[src/rtl/sram_port_arbiter_if.sv]
// sram_port_arbiter_if
// Bundles the two requester handshakes and the SRAM controller connection of
// the port arbiter.
//   Requester side : req0/req1, we_n0/we_n1, addr0/addr1, wdata0/wdata1 (to arbiter)
//                    ack0/ack1, rdata0/rdata1, busy, grant_id            (from arbiter)
//   Controller side: SRAM_start, SRAM_address, SRAM_write_data, SRAM_we_n (from arbiter)
//                    SRAM_read_data                                      (to arbiter)
// Modports:
//   slave  - the arbiter's view
//   master - the view of whatever drives the requests and models the controller
interface sram_port_arbiter_if #(
    parameter int ADDR_W = 20,
    parameter int DATA_W = 16
);
    logic              req0;
    logic              req1;
    logic              we_n0;
    logic              we_n1;
    logic [ADDR_W-1:0] addr0;
    logic [ADDR_W-1:0] addr1;
    logic [DATA_W-1:0] wdata0;
    logic [DATA_W-1:0] wdata1;
    logic              ack0;
    logic              ack1;
    logic [DATA_W-1:0] rdata0;
    logic [DATA_W-1:0] rdata1;
    logic              busy;
    logic              grant_id;
    logic              SRAM_start;
    logic [ADDR_W-1:0] SRAM_address;
    logic [DATA_W-1:0] SRAM_write_data;
    logic              SRAM_we_n;
    logic [DATA_W-1:0] SRAM_read_data;

    modport slave (
        input  req0, req1, we_n0, we_n1, addr0, addr1, wdata0, wdata1,
        input  SRAM_read_data,
        output ack0, ack1, rdata0, rdata1, busy, grant_id,
        output SRAM_start, SRAM_address, SRAM_write_data, SRAM_we_n
    );

    modport master (
        output req0, req1, we_n0, we_n1, addr0, addr1, wdata0, wdata1,
        output SRAM_read_data,
        input  ack0, ack1, rdata0, rdata1, busy, grant_id,
        input  SRAM_start, SRAM_address, SRAM_write_data, SRAM_we_n
    );
endinterface

[src/rtl/sram_port_arbiter.sv]
// sram_port_arbiter
// Two-requester round-robin arbiter in front of the single-port SRAM
// controller. One requester owns the controller at a time; the winner's
// address, write data and we_n are latched at grant and held on the SRAM_*
// outputs while SRAM_start is high for ACCESS_CYCLES cycles. A registered
// one-cycle ack closes each access, and read results land in the owner's
// rdata register.
// Ports:
//   Clock_50 - system clock, rising edge
//   Resetn   - synchronous reset, active high
//   bus      - requester handshakes and SRAM controller signals (slave view)
module sram_port_arbiter #(
    parameter int ADDR_W        = 20,
    parameter int DATA_W        = 16,
    parameter int ACCESS_CYCLES = 2
) (
    input  logic                 Clock_50,
    input  logic                 Resetn,
    sram_port_arbiter_if.slave   bus
);

    localparam int CNT_W = $clog2(ACCESS_CYCLES + 1);
    localparam logic [CNT_W-1:0] LAST_CNT = CNT_W'(ACCESS_CYCLES - 1);

    localparam logic [1:0] S_IDLE   = 2'd0;
    localparam logic [1:0] S_ACCESS = 2'd1;
    localparam logic [1:0] S_DONE   = 2'd2;

    logic [1:0]        state;
    logic [CNT_W-1:0]  cnt;
    logic              last_grant;
    logic              grant_id;
    logic              sram_start;
    logic [ADDR_W-1:0] sram_address;
    logic [DATA_W-1:0] sram_write_data;
    logic              sram_we_n;
    logic              ack0;
    logic              ack1;
    logic [DATA_W-1:0] rdata0;
    logic [DATA_W-1:0] rdata1;

    logic              any_req;
    logic              winner;
    logic              win_we_n;
    logic [ADDR_W-1:0] win_addr;
    logic [DATA_W-1:0] win_wdata;

    // On a tie the port that did not win last time goes next; with a single
    // requester that requester wins (req1 alone selects 1, req0 alone 0).
    always_comb begin
        any_req   = bus.req0 | bus.req1;
        winner    = (bus.req0 && bus.req1) ? ~last_grant : bus.req1;
        win_we_n  = winner ? bus.we_n1  : bus.we_n0;
        win_addr  = winner ? bus.addr1  : bus.addr0;
        win_wdata = winner ? bus.wdata1 : bus.wdata0;
    end

    always_ff @(posedge Clock_50) begin
        if (Resetn) begin
            state           <= S_IDLE;
            cnt             <= '0;
            last_grant      <= 1'b1;
            grant_id        <= 1'b0;
            sram_start      <= 1'b0;
            sram_address    <= '0;
            sram_write_data <= '0;
            sram_we_n       <= 1'b1;
            ack0            <= 1'b0;
            ack1            <= 1'b0;
            rdata0          <= '0;
            rdata1          <= '0;
        end else begin
            case (state)
                S_IDLE: begin
                    if (any_req) begin
                        state           <= S_ACCESS;
                        cnt             <= '0;
                        grant_id        <= winner;
                        last_grant      <= winner;
                        sram_start      <= 1'b1;
                        sram_address    <= win_addr;
                        sram_write_data <= win_wdata;
                        sram_we_n       <= win_we_n;
                    end
                end
                S_ACCESS: begin
                    if (cnt < LAST_CNT) begin
                        cnt <= cnt + CNT_W'(1);
                    end else begin
                        // Last access cycle: the controller's read data is
                        // valid now, so capture it alongside the ack.
                        state      <= S_DONE;
                        sram_start <= 1'b0;
                        if (grant_id) begin
                            ack1 <= 1'b1;
                            if (sram_we_n) rdata1 <= bus.SRAM_read_data;
                        end else begin
                            ack0 <= 1'b1;
                            if (sram_we_n) rdata0 <= bus.SRAM_read_data;
                        end
                    end
                end
                S_DONE: begin
                    // Requests are deliberately ignored here so a requester
                    // has this cycle to drop req after seeing its ack.
                    state     <= S_IDLE;
                    ack0      <= 1'b0;
                    ack1      <= 1'b0;
                    sram_we_n <= 1'b1;
                end
                default: begin
                    state <= S_IDLE;
                end
            endcase
        end
    end

    assign bus.busy            = (state != S_IDLE);
    assign bus.grant_id        = grant_id;
    assign bus.ack0            = ack0;
    assign bus.ack1            = ack1;
    assign bus.rdata0          = rdata0;
    assign bus.rdata1          = rdata1;
    assign bus.SRAM_start      = sram_start;
    assign bus.SRAM_address    = sram_address;
    assign bus.SRAM_write_data = sram_write_data;
    assign bus.SRAM_we_n       = sram_we_n;

endmodule

[src/flat_wrapper.sv]
// flat-port wrapper written by rule: the top's interface ports become plain ports
module sram_port_arbiter_flat 
#(
    parameter int ADDR_W        = 20,
    parameter int DATA_W        = 16,
    parameter int ACCESS_CYCLES = 2
)
  (Clock_50, Resetn, bus_req0, bus_req1, bus_we_n0, bus_we_n1, bus_addr0, bus_addr1, bus_wdata0, bus_wdata1, bus_SRAM_read_data, bus_ack0, bus_ack1, bus_rdata0, bus_rdata1, bus_busy, bus_grant_id, bus_SRAM_start, bus_SRAM_address, bus_SRAM_write_data, bus_SRAM_we_n);
  sram_port_arbiter_if #(.ADDR_W(ADDR_W), .DATA_W(DATA_W)) bus_i ();
  input  logic Clock_50;
  input  logic Resetn;
  input wire logic [$bits(bus_i.req0)-1:0] bus_req0;
  input wire logic [$bits(bus_i.req1)-1:0] bus_req1;
  input wire logic [$bits(bus_i.we_n0)-1:0] bus_we_n0;
  input wire logic [$bits(bus_i.we_n1)-1:0] bus_we_n1;
  input wire logic [$bits(bus_i.addr0)-1:0] bus_addr0;
  input wire logic [$bits(bus_i.addr1)-1:0] bus_addr1;
  input wire logic [$bits(bus_i.wdata0)-1:0] bus_wdata0;
  input wire logic [$bits(bus_i.wdata1)-1:0] bus_wdata1;
  input wire logic [$bits(bus_i.SRAM_read_data)-1:0] bus_SRAM_read_data;
  output wire logic [$bits(bus_i.ack0)-1:0] bus_ack0;
  output wire logic [$bits(bus_i.ack1)-1:0] bus_ack1;
  output wire logic [$bits(bus_i.rdata0)-1:0] bus_rdata0;
  output wire logic [$bits(bus_i.rdata1)-1:0] bus_rdata1;
  output wire logic [$bits(bus_i.busy)-1:0] bus_busy;
  output wire logic [$bits(bus_i.grant_id)-1:0] bus_grant_id;
  output wire logic [$bits(bus_i.SRAM_start)-1:0] bus_SRAM_start;
  output wire logic [$bits(bus_i.SRAM_address)-1:0] bus_SRAM_address;
  output wire logic [$bits(bus_i.SRAM_write_data)-1:0] bus_SRAM_write_data;
  output wire logic [$bits(bus_i.SRAM_we_n)-1:0] bus_SRAM_we_n;
  assign bus_i.req0 = bus_req0;
  assign bus_i.req1 = bus_req1;
  assign bus_i.we_n0 = bus_we_n0;
  assign bus_i.we_n1 = bus_we_n1;
  assign bus_i.addr0 = bus_addr0;
  assign bus_i.addr1 = bus_addr1;
  assign bus_i.wdata0 = bus_wdata0;
  assign bus_i.wdata1 = bus_wdata1;
  assign bus_i.SRAM_read_data = bus_SRAM_read_data;
  assign bus_ack0 = bus_i.ack0;
  assign bus_ack1 = bus_i.ack1;
  assign bus_rdata0 = bus_i.rdata0;
  assign bus_rdata1 = bus_i.rdata1;
  assign bus_busy = bus_i.busy;
  assign bus_grant_id = bus_i.grant_id;
  assign bus_SRAM_start = bus_i.SRAM_start;
  assign bus_SRAM_address = bus_i.SRAM_address;
  assign bus_SRAM_write_data = bus_i.SRAM_write_data;
  assign bus_SRAM_we_n = bus_i.SRAM_we_n;
  sram_port_arbiter #(.ADDR_W(ADDR_W), .DATA_W(DATA_W), .ACCESS_CYCLES(ACCESS_CYCLES)) u_core (.Clock_50(Clock_50), .Resetn(Resetn), .bus(bus_i));
endmodule
[config.mk]
export PLATFORM = sky130hd
export DESIGN_NAME = sram_port_arbiter_flat
export DESIGN_NICKNAME = d
export VERILOG_FILES = /design/src/rtl/sram_port_arbiter_if.sv /design/src/rtl/sram_port_arbiter.sv /design/src/flat_wrapper.sv
export SDC_FILE = /design/constraint.sdc
export NUM_CORES = 1
export LEC_CHECK = 0
export ABC_AREA = 1
export CAP_MARGIN = 20
export CORE_MARGIN = 1.5
export CORE_UTILIZATION = 44
export CTS_BUF_LIST = sky130_fd_sc_hd__clkbuf_4 sky130_fd_sc_hd__clkbuf_8
export DETAILED_ROUTE_END_ITERATION = 10
export MAX_ROUTING_LAYER = met4
export PLACE_DENSITY = 0.84
export SLEW_MARGIN = 20
export SYNTH_ARGS = -nofsm -noshare
export SYNTH_HDL_FRONTEND = slang
export SYNTH_SLANG_ARGS = --single-unit
[constraint.sdc]
create_clock -name Clock_50 -period 1.8 [get_ports Clock_50]
set_clock_uncertainty 0.05 [all_clocks]
set_input_delay 0.27 -clock Clock_50 [delete_from_list [all_inputs] [get_ports Clock_50]]
set_output_delay 0.27 -clock Clock_50 [all_outputs]
set_load 0.02 [all_outputs]
## Yosys cells after proc, flatten, opt, wreduce, memory -nomap -nowiden

Cells that the tools add are included.

- Add/sub/neg operators: 1
- Order comparisons: 1
- Equality and inequality tests: 7
- Muxes and demuxes: 21
- Bitwise logic cells: 4
- Reductions and logical operators: 15

Operator list:

| operator | number |
|---|---|
| 2-to-1 mux 20 bit | 1 |
| 2-to-1 mux 16 bit | 1 |
| AND reduction 3 bit | 4 |
| 2-to-1 mux 1 bit | 9 |
| 2-to-1 mux 2 bit | 4 |
| one-hot mux 1 bit (2 select lines) | 4 |
| one-hot mux 2 bit (2 select lines) | 2 |
| AND reduction 4 bit | 2 |
| nonzero test 2 bit | 4 |
| inequality test 2 x 1 -> 1 bit (second input constant) | 3 |
| AND reduction 2 bit | 3 |
| inequality test 2 bit (second input constant) | 2 |
| inverter 1 bit | 3 |
| adder 2 x 1 -> 2 bit (second input constant) | 1 |
| == test 2 x 1 -> 1 bit (second input constant) | 1 |
| == test 2 bit (second input constant) | 1 |
| zero test 2 bit | 1 |
| < comparator 2 x 1 -> 1 bit (second input constant) | 1 |
| logical AND 1 bit | 1 |
| OR 1 bit | 1 |

- Register bits after elaboration: 78
- Input bits: 94
- Output and inout bits: 74
- Word-level logic and storage cells: 61

## Longest topological paths before layout

Gate-level depths: netlist of the first run.

- Word-level depth: 5
- Gate-level depth with buffers: 9
- Depth with buffers taken out: 8

## Least setup slack after synthesis of the first run

Ideal clock, no wire load.

- Kind: reg-to-reg
- Start: register u_core.cnt[0]
- End: register u_core.rdata0[4] (netlist: u_core.bus.rdata0[4])
- Setup time: 113 ps
- Arrival: 1200 ps
- Data required time: 1637 ps
- Setup slack: 437 ps
- Cell stages (with the launch flop): 10
- Clock period less this slack: 1363 ps
- Path through: dfxtp_1 > inv_1 > ha_1 > inv_1 > nand2_1 > nor2_2 > buf_4 > nand2_1 > nand2_1 > nor2_1

- Longest elaborated chain between the ends: 3

Ends and longest elaborated chain:

| element | line | text |
|---|---|---|
| start, declared | sram_port_arbiter.sv:30 | `logic [CNT_W-1:0] cnt;` |
| start signal, assigned | sram_port_arbiter.sv:88 | `cnt <= cnt + CNT_W'(1);` |
| < comparator 2 x 1 -> 1 bit | sram_port_arbiter.sv:87 | `if (cnt < LAST_CNT) begin` |
| inverter 1 bit (no source line) | - |  |
| AND reduction 4 bit (no source line) | - |  |
| end signal, assigned | sram_port_arbiter.sv:99 | `if (sram_we_n) rdata0 <= bus.SRAM_read_data;` |
| end, declared | sram_port_arbiter.sv:39 | `logic [DATA_W-1:0] rdata0;` |

No other way between the ends.
A chain may end at the register's enable or synchronous reset.

## Worst setup path in the final report of the first run

- Start: register u_core.grant_id (netlist: u_core.bus.grant_id)
- End: output bus_grant_id

RTL lines:

| element | line | text |
|---|---|---|
| start, declared | sram_port_arbiter.sv:32 | `logic grant_id;` |
| start signal, assigned | sram_port_arbiter.sv:78 | `grant_id <= winner;` |
| end, declared | flat_wrapper.sv:26 | `output wire logic [$bits(bus_i.grant_id)-1:0] bus_grant_id;` |

No word-level cell between the ends.

==> results of run 1 <==
-- synth_stat cells (3+ instances only) --
library cell,number
nand2_1,207
inv_1,101
clkbuf_1,4
a21oi_1,6
o21ai_0,3
dfxtp_1,78
nand3_1,22
buf_4,10
nor2_4,3
buf_2,13
nor2_1,178
-- registers in the layout, indices dropped and copies added, names as in the netlist, 2 cells and up --
signal,cells
u_core.state,2
u_core.bus.SRAM_write_data,16
u_core.bus.rdata1,16
u_core.cnt,2
u_core.bus.SRAM_address,20
u_core.bus.rdata0,16
-- area by class of cell --
class                           count  area, sq um  share of cell area
Inverter                          102          383              0.0658
Clock inverter                      6          110              0.0189
Multi-Input combinational cell    426         1690               0.290
Clock buffer                       10          131              0.0226
Sequential cell                    78         1560               0.268
Timing Repair Buffer              178         1820               0.312
Tap cell                          105          131              0.0226
-- metrics by stage --
step / power, mW / hold slack (ns) / util / instances / worst slack [ns]
after floorplan: 3.09 / 0.289 / - / 635 / 0.437
after global placement: 3.82 / 0.368 / 0.673 / 889 / 0.0431
after detailed placement: 3.87 / 0.377 / 0.673 / 889 / 0.0110
after CTS: 5.43 / 0.387 / 0.701 / 905 / 0.0686
after global routing: 5.72 / 0.400 / 0.701 / 905 / 0.00833
final: 5.38 / 0.383 / 0.701 / 905 / 0.0886
-- cells by family (layout without fill, tap and decap cells) --
logic type,count (synthesis),in the layout
and+or+nand+nor,415,415
buffers and inverters,131,296
DFF,78,78
AOI/OAI and AO/OA,10,10
adders and majority gates,1,1
-- power groups by stage --
| stage | logic [mW] | clock network, mW | registers (mW) |
|---|---|---|---|
| 6_report | 1.77 | 1.56 | 2.05 |
| 3_3_place_gp | 1.73 | 0 | 2.09 |
| 4_1_cts | 1.78 | 1.59 | 2.05 |
| 5_1_grt | 1.97 | 1.68 | 2.08 |
| 2_1_floorplan | 0.791 | 0 | 2.30 |
| 3_5_place_dp | 1.78 | 0 | 2.09 |
-- worst max path at each step --
stage / endpoint / slack (ns) / cells past startpoint
after floorplan: u_core.bus.rdata0[4] / 0.44 / 9
after global placement: u_core.bus.SRAM_address[6] / 0.04 / 7
after detailed placement: u_core.bus.SRAM_address[6] / 0.01 / 7
after CTS: bus_grant_id / 0.07 / 1
after global routing: bus_grant_id / 0.008 / 1
final: bus_grant_id / 0.09 / 1
-- routing by layer --
layer	global-route usage	up-vias	wire [um]
met2	0.406	149	5120
met3	0.0695	6	911
met5	-	-	0
met4	0.0772	0	74
li1	-	2141	-
met1	0.258	1754	4040
==> summary.txt, run 1 <==
Outcome
  – Status: completed

CTS
  – Hold-fix buffers, CTS: 0
  – CTS tree: built
  – Root Buffer: clkbuf_8
  – Postcts setup bufs: 0
  – Inserted Clock Buffers: 9
  – PostCTS Resize Cnt: 1
  – Clock Tree Buf Depth: 2
  – Clock transition at path regs: 0.07 ns
  – H-tree levels: 3
  – Clk_lat worst skew: 0.33 ns
  – Sink Count: 78

Synth
  – Mux contribution to synthesized area: 0
  – Synth Warn #: 0
  – Yosys cell types: 19
  – Post-synthesis instance total: 635
  – Syn_nets: 730
  – Number of enable flip-flop cells after synthesis: 0
  – Synth area leaders: dfxtp_1 (41%), nand2_1 (20%), nor2_1 (18%)
  – Synth area leader: dfxtp_1
  – Largest family of logic cells by synthesized area: simple AND/OR/NAND/NOR gates
  – XOR/XNOR Fraction of Synth Area: 0
  – Primary FF master, synth: dfxtp_1
  – Post-synth top area share: 0.410
  – Synth Area in Compound Gates: 0.0131
  – Adder-cell area share of the yosys netlist: 0.00329
  – Cell Area, Synth: 3810 sq um
  – Post-synth ARST share: 0
  – Mean post-synth cell area: 6.00 sq um
  – Sequential share of the synthesized area: 0.410
  – #FFs+latches synth: 78
  – Simple-gate share of the synthesized area: 0.426

Global route
  – Largest net degree at the start of global routing: 55
  – Antenna violations before repair: 0
  – Vias in the first global route: 3776
  – Total gr overflow: 0
  – Gr usage total: 0.235
  – First-pass GRT wire length: 16.5 mm

Final layout
  – Layout cells sized above 1: 0.0463
  – Number of fill cells in the layout: 677
  – Nets: 890
  – Most common cell after layout, fill and taps aside: nand2_1
  – Final instance area: 5820 sq um
  – Most frequent cells in the layout: nand2_1 (206), nor2_1 (178), clkdlybuf4s50_1 (166), inv_1 (100), dfxtp_1 (78)
  – P&R area growth vs syn: 52.9%
  – Ant. Diodes: 0

Critical path
  – CP Capture Type: output pin
  – Crit path from: u_core.bus.grant_id
  – CP max-delay cell: clkdlybuf4s50_1
  – Critical R2R Launch: u_core.cnt[0]
  – RR Endpoint: u_core.bus.rdata1[4]
  – CP arrival: 1.39 ns
  – CP required: 1.48 ns
  – Worst reg-to-reg setup slack: 0.27 ns
  – Crit-path cells: clkdlybuf4s50_1
  – Crit path max-delay family: buffers and inverters
  – CP Launch Type: flip-flop
  – CP Buf/Inv Count: 1
  – CP Class: flip-flop to output pin
  – Worst reg-to-reg path cell count: 7
  – Slowest Stage Delay on Critical Path: 0.66 ns
  – Worst-path maximum fanout: 5

Job
  – Max Cap Viol: 0

Floorplanning
  – Core Box Area: 8300 sq um
  – Die Wd: 96.0 um
  – Die ar.: 9220 sq um
  – Number of top-level pins: 168
  – Die H: 96.0 um
  – Floorplan row count: 33
  – Initial Util: 0.459

Pwr
  – Max VDD drop: 0.457 mV
  – Gate power share: 0.329
  – Net Sw Frac: 0.315
  – Cell Int Power: 3.68 mW
  – Static Leakage: 2.84 nW
  – Part of the power in registers: 0.381
  – Psw: 1.69 mW
  – Clk pwr share: 0.290
  – PwrDens: 924 nW/um^2

Place
  – I/O Buffers: 167
  – HPWL Detailed: 7.80 mm
  – Area after DPL: 5580 sq um
  – Gpl congestion: 0.836

Hold path
  – WHS Endpoint: u_core.cnt[0]
  – Worst Hold Path Cells: 1
  – Hold Path Origin: u_core.cnt[0]
  – Min-delay worst type: flip-flop to flip-flop

Timing
  – Final Hold Fails: 0
  – RSZ-0062 raised after global routing: no
  – Setup TNS: 0 ns
  – Final setup violation count: 0
  – Max Clk Rate: 584 MHz
  – Crit share post-route: 0.951
  – Slew Limit Fails: 0
  – Slew HR: 0.651
  – Minimum clock period: 1.71 ns
  – Worst Tran Pin Value: 0.523 ns

Detailed routing
  – Routed WL: 10.2 mm
  – Routed len/inst: 11.2 um
  – Vias: 4050
  – DRT Pass-1 Iters: 4
  – Drt drc: 0
  – Remaining antenna violation count: 0
  – Vias per std cell: 4.48
  – DRT iter0 DRCs: 126
Note: power is estimated with default switching activity, not from simulation.
==> run 2, diff against run 1 <==
PLACE_DENSITY = 0.85   (was 0.84)
==> summary.txt, run 2 (synthesized netlist as in run 1, its figures left out) <==
Job
  – Max Cap Viol: 0 (unchanged)

Hold path
  – WHS Endpoint: u_core.cnt[0] (unchanged)
  – Worst Hold Path Cells: 1 (unchanged)
  – Hold Path Origin: u_core.cnt[0] (unchanged)
  – Min-delay worst type: flip-flop to flip-flop (unchanged)

CTS
  – Sink Count: 78 (unchanged)
  – Clock transition at path regs: 0.08 ns (was 0.07 ns)
  – H-tree levels: 3 (unchanged)
  – Inserted Clock Buffers: 9 (unchanged)
  – Postcts setup bufs: 0 (unchanged)
  – Clk_lat worst skew: 0.33 ns (about the same)
  – CTS tree: built (unchanged)
  – Clock Tree Buf Depth: 2 (unchanged)
  – Root Buffer: clkbuf_8 (unchanged)

Critical path
  – CP required: 1.48 ns (about the same)
  – CP Capture Type: output pin (unchanged)
  – CP Buf/Inv Count: 1 (unchanged)
  – CP max-delay cell: clkdlybuf4s50_1 (unchanged)
  – Worst reg-to-reg path cell count: 7 (unchanged)
  – Worst reg-to-reg setup slack: 0.29 ns (was 0.27 ns)
  – Crit path max-delay family: buffers and inverters (unchanged)
  – CP Class: flip-flop to output pin (unchanged)
  – Slowest Stage Delay on Critical Path: 0.66 ns (about the same)
  – Critical R2R Launch: u_core.cnt[0] (unchanged)
  – Worst-path maximum fanout: 5 (unchanged)
  – CP Launch Type: flip-flop (unchanged)
  – RR Endpoint: u_core.bus.rdata1[8] (was u_core.bus.rdata1[4])
  – Crit-path cells: clkdlybuf4s50_1 (unchanged)
  – CP arrival: 1.39 ns (about the same)

Pwr
  – Static Leakage: 2.81 nW (was 2.84 nW)
  – Clk pwr share: 0.225 (was 0.290)
  – Max VDD drop: 0.439 mV (was 0.457 mV)
  – Psw: 1.67 mW (was 1.69 mW)
  – PwrDens: 856 nW/um^2 (was 924 nW/um^2)
  – Part of the power in registers: 0.415 (was 0.381)
  – Gate power share: 0.361 (was 0.329)
  – Net Sw Frac: 0.340 (was 0.315)
  – Cell Int Power: 3.24 mW (was 3.68 mW)

Timing
  – Slew Limit Fails: 0 (unchanged)
  – Setup TNS: 0 ns (unchanged)
  – Max Clk Rate: 584 MHz (about the same)
  – Worst Tran Pin Value: 0.515 ns (was 0.523 ns)
  – Fin worst setup slack: 0.0880 ns (was 0.0886 ns)
  – Final setup violation count: 0 (unchanged)
  – Minimum clock period: 1.71 ns (about the same)
  – Crit share post-route: 0.951 (about the same)
  – Slew HR: 0.657 (was 0.651)
  – RSZ-0062 raised after global routing: no (unchanged)
  – Final Hold Fails: 0 (unchanged)

Place
  – Post-place setup slack: 0.0953 ns (was 0.0110 ns)
  – Gpl congestion: 0.765 (was 0.836)
  – I/O Buffers: 167 (unchanged)
  – Placed Cells incl. Taps: 888 (was 889)
  – HPWL Detailed: 7.32 mm (was 7.80 mm)

Detailed routing
  – DRT Pass-1 Iters: 5 (was 4)
  – DRT iter0 DRCs: 154 (was 126)
  – Remaining antenna violation count: 0 (unchanged)
  – Routed WL: 9.47 mm (was 10.2 mm)
  – Drt drc: 0 (unchanged)
  – Vias per std cell: 4.39 (was 4.48)
  – Routed len/inst: 10.5 um (was 11.2 um)
  – Vias: 3972 (was 4050)

Global route
  – Gr usage total: 0.219 (was 0.235)
  – Total gr overflow: 0 (unchanged)
  – Vias in the first global route: 3632 (was 3776)
  – First-pass GRT wire length: 15.2 mm (was 16.5 mm)
  – Largest net degree at the start of global routing: 41 (was 55)
  – Antenna violations before repair: 0 (unchanged)

Floorplanning
  – Initial Util: 0.459 (unchanged)
  – Die ar.: 9220 sq um (unchanged)
  – Number of top-level pins: 168 (unchanged)
  – Floorplan row count: 33 (unchanged)
  – Core Box Area: 8300 sq um (unchanged)
  – Die H: 96.0 um (unchanged)
  – Die Wd: 96.0 um (unchanged)

Final layout
  – Nets: 889 (was 890)
  – Most common cell after layout, fill and taps aside: nand2_1 (unchanged)
  – Ant. Diodes: 0 (unchanged)
  – Post-Layout Cell Count: 904 (was 905)
  – Max reg flops: 20 (unchanged)
  – Most frequent cells in the layout: nand2_1 (206), nor2_1 (178), clkdlybuf4s50_1 (166), inv_1 (100), dfxtp_1 (78) (unchanged)
  – Number of fill cells in the layout: 697 (was 677)
  – P&R area growth vs syn: 50.7% (was 52.9%)
  – Layout cells sized above 1: 0.0451 (was 0.0463)

Outcome
  – Status: completed (unchanged)
## run 2: metal layers
layer,vias up,track usage,wire length (um),share of wire
met4,0,0.0772,146,0.015
met2,147,0.385,4450,0.47
met3,12,0.0735,931,0.098
met1,1677,0.226,3940,0.42
li1,2136,-,-,-
met5,-,-,0,0
## run 2: what timing repair did
item                       in CTS  in global routing
setup endpoints to repair       1                  0
resized for setup               1                  0
hold buffers                    0                  0
## run 2: power by group through the flow
stage / Clock [mW] / Sequential (mW) / Combinational [mW]
after floorplan: 0 / 2.30 / 0.791
after global placement: 0 / 2.07 / 1.75
after detailed placement: 0 / 2.08 / 1.78
after CTS: 1.14 / 2.04 / 1.79
after global routing: 1.22 / 2.06 / 1.98
final: 1.10 / 2.04 / 1.77
## run 2: worst max-delay path by stage
stage / startpoint / endpoint / slack [ns] / depth (start not counted)
detailed placement: bus_req0 / u_core.bus.SRAM_write_data[4] / 0.1 / 7
global route: u_core.bus.grant_id / bus_grant_id / 0.01 / 1
CTS: u_core.bus.grant_id / bus_grant_id / 0.08 / 1
finish: u_core.bus.grant_id / bus_grant_id / 0.09 / 1
global placement: bus_req0 / u_core.bus.SRAM_address[2] / 0.14 / 7
floorplan: u_core.cnt[0] / u_core.bus.rdata0[4] / 0.44 / 9
## run 2: final cells by class
type                       instances  area [sq um]  share of cell area
clock buffer                       9           124              0.0216
clock inverter                     7          41.3             0.00720
inverter                         102           383              0.0667
multi-input combinational        426          1690               0.294
sequential                        78          1560               0.272
tap                              105           131              0.0229
timing repair buffer             177          1810               0.315
## run 2: through the flow
step	util	area [sq um]	hold WS, ns	power (mW)
after floorplan	-	3810	0.289	3.09
after global placement	0.672	5570	0.368	3.82
after detailed placement	0.672	5570	0.375	3.86
after CTS	0.691	5740	0.386	4.97
after global routing	0.691	5740	0.394	5.26
final	0.691	5740	0.382	4.91
